<file path="src/rtl/mbs_bus_tracer.sv">
// ---------------------------------------------------------------------------
// mbs_bus_tracer
//
// Bus trace capture buffer. Stores NCH-channel bus samples into a DEPTH-entry
// trace memory and hands them out oldest-first once the capture is complete.
//
// Capture modes (latched on arm):
//   mode 0 : wait for a trigger hit, then fill the buffer to full.
//   mode 1 : record continuously into a circular buffer, and stop POST_TRIG
//            samples after the trigger. The trigger sample counts as post-trigger
//            sample 1.
//
// Ports
//   clk, rst     : clock, synchronous active-high reset
//   arm          : single-cycle start/restart command
//   mode         : capture mode, sampled on arm
//   trig_value   : trigger compare value on channel TRIG_CH
//   trig_mask    : trigger compare mask (1 = bit compared)
//   smp_valid    : sample strobe
//   smp_data     : sample, channel k at bits [k*DATA_W +: DATA_W]
//   state        : 0 IDLE, 1 ARMED, 2 CAPTURE, 3 DONE
//   count        : number of entries held
//   overflow     : circular capture overwrote an entry since arm
//   rd_valid     : rd_data holds an unread entry (DONE only)
//   rd_data      : oldest unread entry
//   rd_ready     : consumer accepts rd_data
// ---------------------------------------------------------------------------
module mbs_bus_tracer #(
    parameter int DATA_W    = 32,
    parameter int NCH       = 4,
    parameter int DEPTH     = 16,
    parameter int POST_TRIG = 8,
    parameter int TRIG_CH   = 1
) (
    input  logic                      clk,
    input  logic                      rst,
    input  logic                      arm,
    input  logic                      mode,
    input  logic [DATA_W-1:0]         trig_value,
    input  logic [DATA_W-1:0]         trig_mask,
    input  logic                      smp_valid,
    input  logic [NCH*DATA_W-1:0]     smp_data,
    output logic [1:0]                state,
    output logic [$clog2(DEPTH):0]    count,
    output logic                      overflow,
    output logic                      rd_valid,
    output logic [NCH*DATA_W-1:0]     rd_data,
    input  logic                      rd_ready
);

    localparam int AW = $clog2(DEPTH);
    localparam int CW = AW + 1;

    localparam logic [CW-1:0] CNT_ZERO = CW'(0);
    localparam logic [CW-1:0] CNT_ONE  = CW'(1);
    localparam logic [CW-1:0] CNT_FULL = CW'(DEPTH);
    localparam logic [CW-1:0] POST_END = CW'(POST_TRIG);
    localparam logic [AW-1:0] PTR_ZERO = AW'(0);
    localparam logic [AW-1:0] PTR_ONE  = AW'(1);

    typedef enum logic [1:0] {
        ST_IDLE    = 2'd0,
        ST_ARMED   = 2'd1,
        ST_CAPTURE = 2'd2,
        ST_DONE    = 2'd3
    } state_t;

    // Masked equality compare used for the trigger.
    function automatic logic trig_match(input logic [DATA_W-1:0] ch,
                                        input logic [DATA_W-1:0] val,
                                        input logic [DATA_W-1:0] msk);
        trig_match = ((ch & msk) == (val & msk));
    endfunction

    state_t              state_r,   state_nxt_s;
    logic [AW-1:0]       wr_ptr_r,  wr_ptr_nxt_s;
    logic [CW-1:0]       count_r,   count_nxt_s;
    logic [CW-1:0]       post_r,    post_nxt_s;
    logic                ovf_r,     ovf_nxt_s;
    logic                mode_r,    mode_nxt_s;
    logic                wr_en_s;
    logic                hit_s;
    logic                rd_valid_s;
    logic                pop_s;
    logic [AW-1:0]       rd_addr_s;

    logic [NCH*DATA_W-1:0] mem_r [DEPTH];

    assign hit_s      = smp_valid &&
                        trig_match(smp_data[TRIG_CH*DATA_W +: DATA_W], trig_value, trig_mask);
    assign rd_valid_s = (state_r == ST_DONE) && (count_r != CNT_ZERO);
    assign pop_s      = rd_valid_s && rd_ready;
    // count never exceeds DEPTH, so its low AW bits give the distance mod DEPTH.
    assign rd_addr_s  = wr_ptr_r - count_r[AW-1:0];

    // Next-state, pointer, count and flag computation.
    always_comb begin
        state_nxt_s  = state_r;
        wr_ptr_nxt_s = wr_ptr_r;
        count_nxt_s  = count_r;
        post_nxt_s   = post_r;
        ovf_nxt_s    = ovf_r;
        mode_nxt_s   = mode_r;
        wr_en_s      = 1'b0;

        if (arm) begin
            // Restart wins over everything, including a same-cycle read or sample.
            state_nxt_s  = ST_ARMED;
            wr_ptr_nxt_s = PTR_ZERO;
            count_nxt_s  = CNT_ZERO;
            post_nxt_s   = CNT_ZERO;
            ovf_nxt_s    = 1'b0;
            mode_nxt_s   = mode;
        end else begin
            case (state_r)
                ST_IDLE: begin
                    state_nxt_s = ST_IDLE;
                end
                ST_ARMED: begin
                    if (!mode_r) begin
                        if (hit_s) begin
                            wr_en_s      = 1'b1;
                            wr_ptr_nxt_s = wr_ptr_r + PTR_ONE;
                            count_nxt_s  = CNT_ONE;
                            state_nxt_s  = ST_CAPTURE;
                        end else begin
                            state_nxt_s = ST_ARMED;
                        end
                    end else if (smp_valid) begin
                        wr_en_s      = 1'b1;
                        wr_ptr_nxt_s = wr_ptr_r + PTR_ONE;
                        if (count_r == CNT_FULL) begin
                            ovf_nxt_s = 1'b1;
                        end else begin
                            count_nxt_s = count_r + CNT_ONE;
                        end
                        if (hit_s) begin
                            post_nxt_s  = CNT_ONE;
                            state_nxt_s = (POST_END == CNT_ONE) ? ST_DONE : ST_CAPTURE;
                        end else begin
                            state_nxt_s = ST_ARMED;
                        end
                    end else begin
                        state_nxt_s = ST_ARMED;
                    end
                end
                ST_CAPTURE: begin
                    if (smp_valid) begin
                        wr_en_s      = 1'b1;
                        wr_ptr_nxt_s = wr_ptr_r + PTR_ONE;
                        if (!mode_r) begin
                            count_nxt_s = count_r + CNT_ONE;
                            if ((count_r + CNT_ONE) == CNT_FULL) begin
                                state_nxt_s = ST_DONE;
                            end else begin
                                state_nxt_s = ST_CAPTURE;
                            end
                        end else begin
                            if (count_r == CNT_FULL) begin
                                ovf_nxt_s = 1'b1;
                            end else begin
                                count_nxt_s = count_r + CNT_ONE;
                            end
                            // Later hits do not restart the post-trigger count.
                            post_nxt_s = post_r + CNT_ONE;
                            if ((post_r + CNT_ONE) == POST_END) begin
                                state_nxt_s = ST_DONE;
                            end else begin
                                state_nxt_s = ST_CAPTURE;
                            end
                        end
                    end else begin
                        state_nxt_s = ST_CAPTURE;
                    end
                end
                ST_DONE: begin
                    if (pop_s) begin
                        count_nxt_s = count_r - CNT_ONE;
                        if (count_r == CNT_ONE) begin
                            state_nxt_s = ST_IDLE;
                        end else begin
                            state_nxt_s = ST_DONE;
                        end
                    end else begin
                        state_nxt_s = ST_DONE;
                    end
                end
                default: begin
                    state_nxt_s = ST_IDLE;
                end
            endcase
        end
    end

    // Control state registers with synchronous reset.
    always_ff @(posedge clk) begin
        if (rst) begin
            state_r  <= ST_IDLE;
            wr_ptr_r <= PTR_ZERO;
            count_r  <= CNT_ZERO;
            post_r   <= CNT_ZERO;
            ovf_r    <= 1'b0;
            mode_r   <= 1'b0;
        end else begin
            state_r  <= state_nxt_s;
            wr_ptr_r <= wr_ptr_nxt_s;
            count_r  <= count_nxt_s;
            post_r   <= post_nxt_s;
            ovf_r    <= ovf_nxt_s;
            mode_r   <= mode_nxt_s;
        end
    end

    // Trace storage; contents are left untouched by reset.
    always_ff @(posedge clk) begin
        if (wr_en_s && !rst) begin
            mem_r[wr_ptr_r] <= smp_data;
        end
    end

    assign state    = state_r;
    assign count    = count_r;
    assign overflow = ovf_r;
    assign rd_valid = rd_valid_s;
    assign rd_data  = mem_r[rd_addr_s];

endmodule

</file>
<file path="config.mk">
export PLATFORM = sky130hd
export DESIGN_NAME = mbs_bus_tracer
export DESIGN_NICKNAME = d
export VERILOG_FILES = /design/src/rtl/mbs_bus_tracer.sv
export SDC_FILE = /design/constraint.sdc
export NUM_CORES = 2
export LEC_CHECK = 0
export CORE_MARGIN = 2
export CORE_UTILIZATION = 30
export CTS_BUF_LIST = sky130_fd_sc_hd__clkbuf_4 sky130_fd_sc_hd__clkbuf_8
export DETAILED_ROUTE_END_ITERATION = 7
export GPL_ROUTABILITY_DRIVEN = 0
export GPL_TIMING_DRIVEN = 0
export SKIP_LAST_GASP = 1
export SYNTH_ARGS = -nofsm -noshare
export SYNTH_HDL_FRONTEND = slang
export SYNTH_SLANG_ARGS = --single-unit
</file>
<file path="constraint.sdc">
create_clock -name clk -period 19 [get_ports clk]
set_input_delay 3.8 -clock clk [delete_from_list [all_inputs] [get_ports clk]]
set_output_delay 3.8 -clock clk [all_outputs]
set_load 0.005 [all_outputs]
</file>
==> summary.txt <==
status -> finished, final reports clean
critical path arrival -> 6.66 ns
tightest slew margin relative to the limit -> 0.0710
fin crit period -> 10.46 ns
sum of net half-perimeters after detailed placement -> 144 mm
CTS Buf Count -> 346
TritonCTS clock tree -> yes
count of nets after finishing -> 4706
clk sinks -> 2066
setup skew after layout -> 0.0479 ns
number of hold violations in the final report -> 0
top library cells by usage in the layout, fill and taps aside -> sky130_fd_sc_hd__edfxtp_1 (2048), sky130_fd_sc_hd__mux4_2 (512), sky130_fd_sc_hd__clkbuf_8 (350)
I/O pin cnt -> 335
flip-flop and latch count after synthesis -> 2066
most frequent CP cell -> sky130_fd_sc_hd__buf_2
maximum number of pins on one net before global-route repair -> 26
maximum clock insertion buffer count -> 4
drt pass-1 iters -> 5
maximum fanout along the worst path -> 11
detailed-route wire length per cell -> 26.4 microns
total power density per cell area -> 96.1 mW/mm^2
CTS root buf -> sky130_fd_sc_hd__clkbuf_8
post-DR vias/cell -> 4.93
layout-stage area growth over the synthesis result -> 20.8%
first-pass GRT wire length -> 309 mm
CP max stage delay -> 0.86 ns
measured slew at the worst slew-check pin -> 1.39 ns
worst setup timing slack at the placement stage -> 8.37 ns
maximum achievable frequency -> 0.0956 GHz
Rows -> 188
DRC -> 0
count of distinct cell types in the synthesized netlist -> 50
depth of the worst hold-timing path -> 2
Placement Cell Area -> 0.0896 sq mm
path depth of the worst reg2reg path -> 15
commonest non-fill, non-tap cell in the layout -> sky130_fd_sc_hd__edfxtp_1
max-capacitance violation count -> 0
Setup CP Type -> reg -> out
EDFF count, synth -> 2048
RSZ-0062 raised after global routing -> no
Async S/R FF share, synth -> 0
design area -> 0.0959 sq mm
Synthesized Nets -> 3884
latest clock arrival within the worst-skew pair -> 1.05 ns
class of the tightest hold or removal check -> reg -> reg
Crit Reg-Reg Startpoint -> state[0]
final worst path period share -> 0.551
worst vdd rail ir drop -> 0.0000723 V
capture instance of the worst register-to-register path -> mem_r[2][62]
PortBufs -> 333
Slew Limit Fails -> 0
number of H-tree levels -> 5
cell class contributing the biggest share of worst-path delay -> buffers and inverters
Mapped Area -> 0.0794 sq mm
cell count after placement -> 7655
launch instance of the worst min-delay path -> overflow
fraction of final layout cells sized beyond drive strength 1 -> 0.263
core box area -> 0.263 sq mm
Avg Inst Size Synth -> 21.6 sq um
count of vias placed by the detailed router -> 40600
final setup margin -> 8.54 ns
area share of the largest cell type after synthesis -> 0.775
y dimension of the die -> 518 microns
full die area -> 0.269 sq mm
commonest register cell after synthesis -> sky130_fd_sc_hd__edfxtp_1
post-synthesis cell type with the largest combined area -> sky130_fd_sc_hd__edfxtp_1
number of standard cells after synthesis -> 3667
Hold-fix buffers, CTS -> 0
die width -> 518 microns
global route total overflow -> 0
via count of the first global-routing pass -> 41800
Setup crit start kind -> flip-flop
clock-pin transition on the worst setup and hold timing paths -> 0.06 ns
total power -> 9.21 mW
Worst Hold Path EP -> overflow
initial antenna violation count -> 44
category of the worst setup path capture point -> output port
Layout Cells excl Fill -> 8241
effective utilization at floorplan -> 0.302
leakage power summed over all cells -> 30.3 nW
cell chain of the critical path -> ha_1 > fa_1 > buf_2 > buf_2 > clkbuf_2 > buf_16 > buf_1 > mux4_2 > nand2_1 > a31oi_1 > clkdlybuf4s50_1
sum of buffers and inverters on the critical path -> 6
proportion of synthesized chip area in sequential cells -> 0.779
drt first-iter violations -> 4058
CP max-delay cell -> sky130_fd_sc_hd__buf_1
final setup violating endpoints -> 0
Detail Route Antenna Nets -> 0
final hold slack -> 0.478 ns
total routed wirelength -> 218 mm
critical path data required time -> 15.20 ns
PostCTS Resize Cnt -> 0
all-layer global routing usage -> 0.159
count of synthesis-stage warnings from yosys -> 0
setup bufs post-CTS -> 0
top area cells in the synthesized netlist -> sky130_fd_sc_hd__edfxtp_1 (77%), sky130_fd_sc_hd__mux4_2 (15%), sky130_fd_sc_hd__nand2_1 (1.3%), sky130_fd_sc_hd__a211oi_1 (1.2%), sky130_fd_sc_hd__a31oi_1 (1.0%)
flop2flop setup slack -> 14.89 ns
[stage by stage]
step | util | TNS (ns)
floorplan | - | 0
global placement | 0.332 | -6811.96
detailed placement | 0.341 | 0
CTS | 0.365 | 0
global route | 0.365 | 0
finish | 0.365 | 0
[cells in the mapped netlist (2+ instances only)]
master                     instances
sky130_fd_sc_hd__edfxtp_1       2048
sky130_fd_sc_hd__mux4_2          512
sky130_fd_sc_hd__nand2_1         279
sky130_fd_sc_hd__a31oi_1         131
sky130_fd_sc_hd__a211oi_1        129
sky130_fd_sc_hd__and2_1          129
sky130_fd_sc_hd__clkbuf_1        127
sky130_fd_sc_hd__buf_2            58
sky130_fd_sc_hd__xor2_1           37
sky130_fd_sc_hd__nor2_1           29
sky130_fd_sc_hd__buf_1            24
sky130_fd_sc_hd__dfxtp_1          18
sky130_fd_sc_hd__ha_1             18
sky130_fd_sc_hd__a22oi_1          16
sky130_fd_sc_hd__inv_1            15
sky130_fd_sc_hd__nand3_1          15
sky130_fd_sc_hd__o21ai_0          14
sky130_fd_sc_hd__a21oi_1          12
sky130_fd_sc_hd__nor3_1            8
sky130_fd_sc_hd__xnor2_1           5
sky130_fd_sc_hd__mux2i_1           3
sky130_fd_sc_hd__nand4_1           3
sky130_fd_sc_hd__o31ai_1           3
sky130_fd_sc_hd__or3_1             3
sky130_fd_sc_hd__a221o_1           2
sky130_fd_sc_hd__a221oi_1          2
sky130_fd_sc_hd__a311oi_1          2
sky130_fd_sc_hd__and3_1            2
sky130_fd_sc_hd__nand2b_1          2
[layer usage]
layer,vias up,global-route usage,part of all wire
li1,17000,-,-
met2,1603,0.249,0.47
met5,-,0,0.00030
met1,21600,0.221,0.43
met4,14,0.0476,0.025
met3,344,0.0358,0.075
[kinds of logic (layout without fill, tap and decap cells)]
family          after synthesis  in the layout  share of synthesized area
buf+inv                     224           1268                     0.0115
fa+ha+maj                    19             19                    0.00309
xor+xnor                     42             42                    0.00463
flops                      2066           2066                      0.779
simple gates                476            476                     0.0278
compound gates              325            325                     0.0282
mux                         515            515                      0.146
other cells                   0             15                          0
[how the worst max path moves through the flow]
| stage | from | slack [ns] | cells past startpoint | end |
|---|---|---|---|---|
| after global routing | count[0] | 8.29 | 10 | rd_data[69] |
| after CTS | count[0] | 8.24 | 10 | rd_data[69] |
| after floorplan | smp_data[48] | 4.54 | 7 | mem_r[0][0] |
| after global placement | smp_data[42] | -9.00 | 8 | mem_r[3][53] |
| final | count[0] | 8.54 | 11 | rd_data[5] |
| after detailed placement | smp_data[42] | 8.37 | 15 | mem_r[2][56] |
[worst min-delay path, stage by stage, from the launching register on]
cell and delay, ns:
sky130_fd_sc_hd__dfxtp_1 0.33, sky130_fd_sc_hd__a31oi_1 0.04, sky130_fd_sc_hd__nor2_1 0.07
[registers in the layout, summed over array words and instances, names as in the netlist]
register and flops:
overflow 1, mem_r 2048, mode_r 1, post_r 5
state 2, wr_ptr_r 4, count 5
[where the power goes]
| part | switching [mW] | internal [mW] |
|---|---|---|
| clock | 1.72 | 1.99 |
| sequential | 0.000765 | 5.01 |
| combinational | 0.273 | 0.216 |
| total | 2.00 | 7.21 |
[cell type report]
| class | instances | area, sq um |
|---|---|---|
| multi-input combinational | 1377 | 16700 |
| fill | 24100 | 167000 |
| tap | 3515 | 4400 |
| sequential | 2066 | 61900 |
| clock inverter | 121 | 702 |
| buffer | 209 | 871 |
| antenna | 15 | 37.5 |
| clock buffer | 449 | 5560 |
| inverter | 15 | 56.3 |
| timing repair buffer | 474 | 5650 |
No activity file was read; power rests on OpenSTA's default activity.
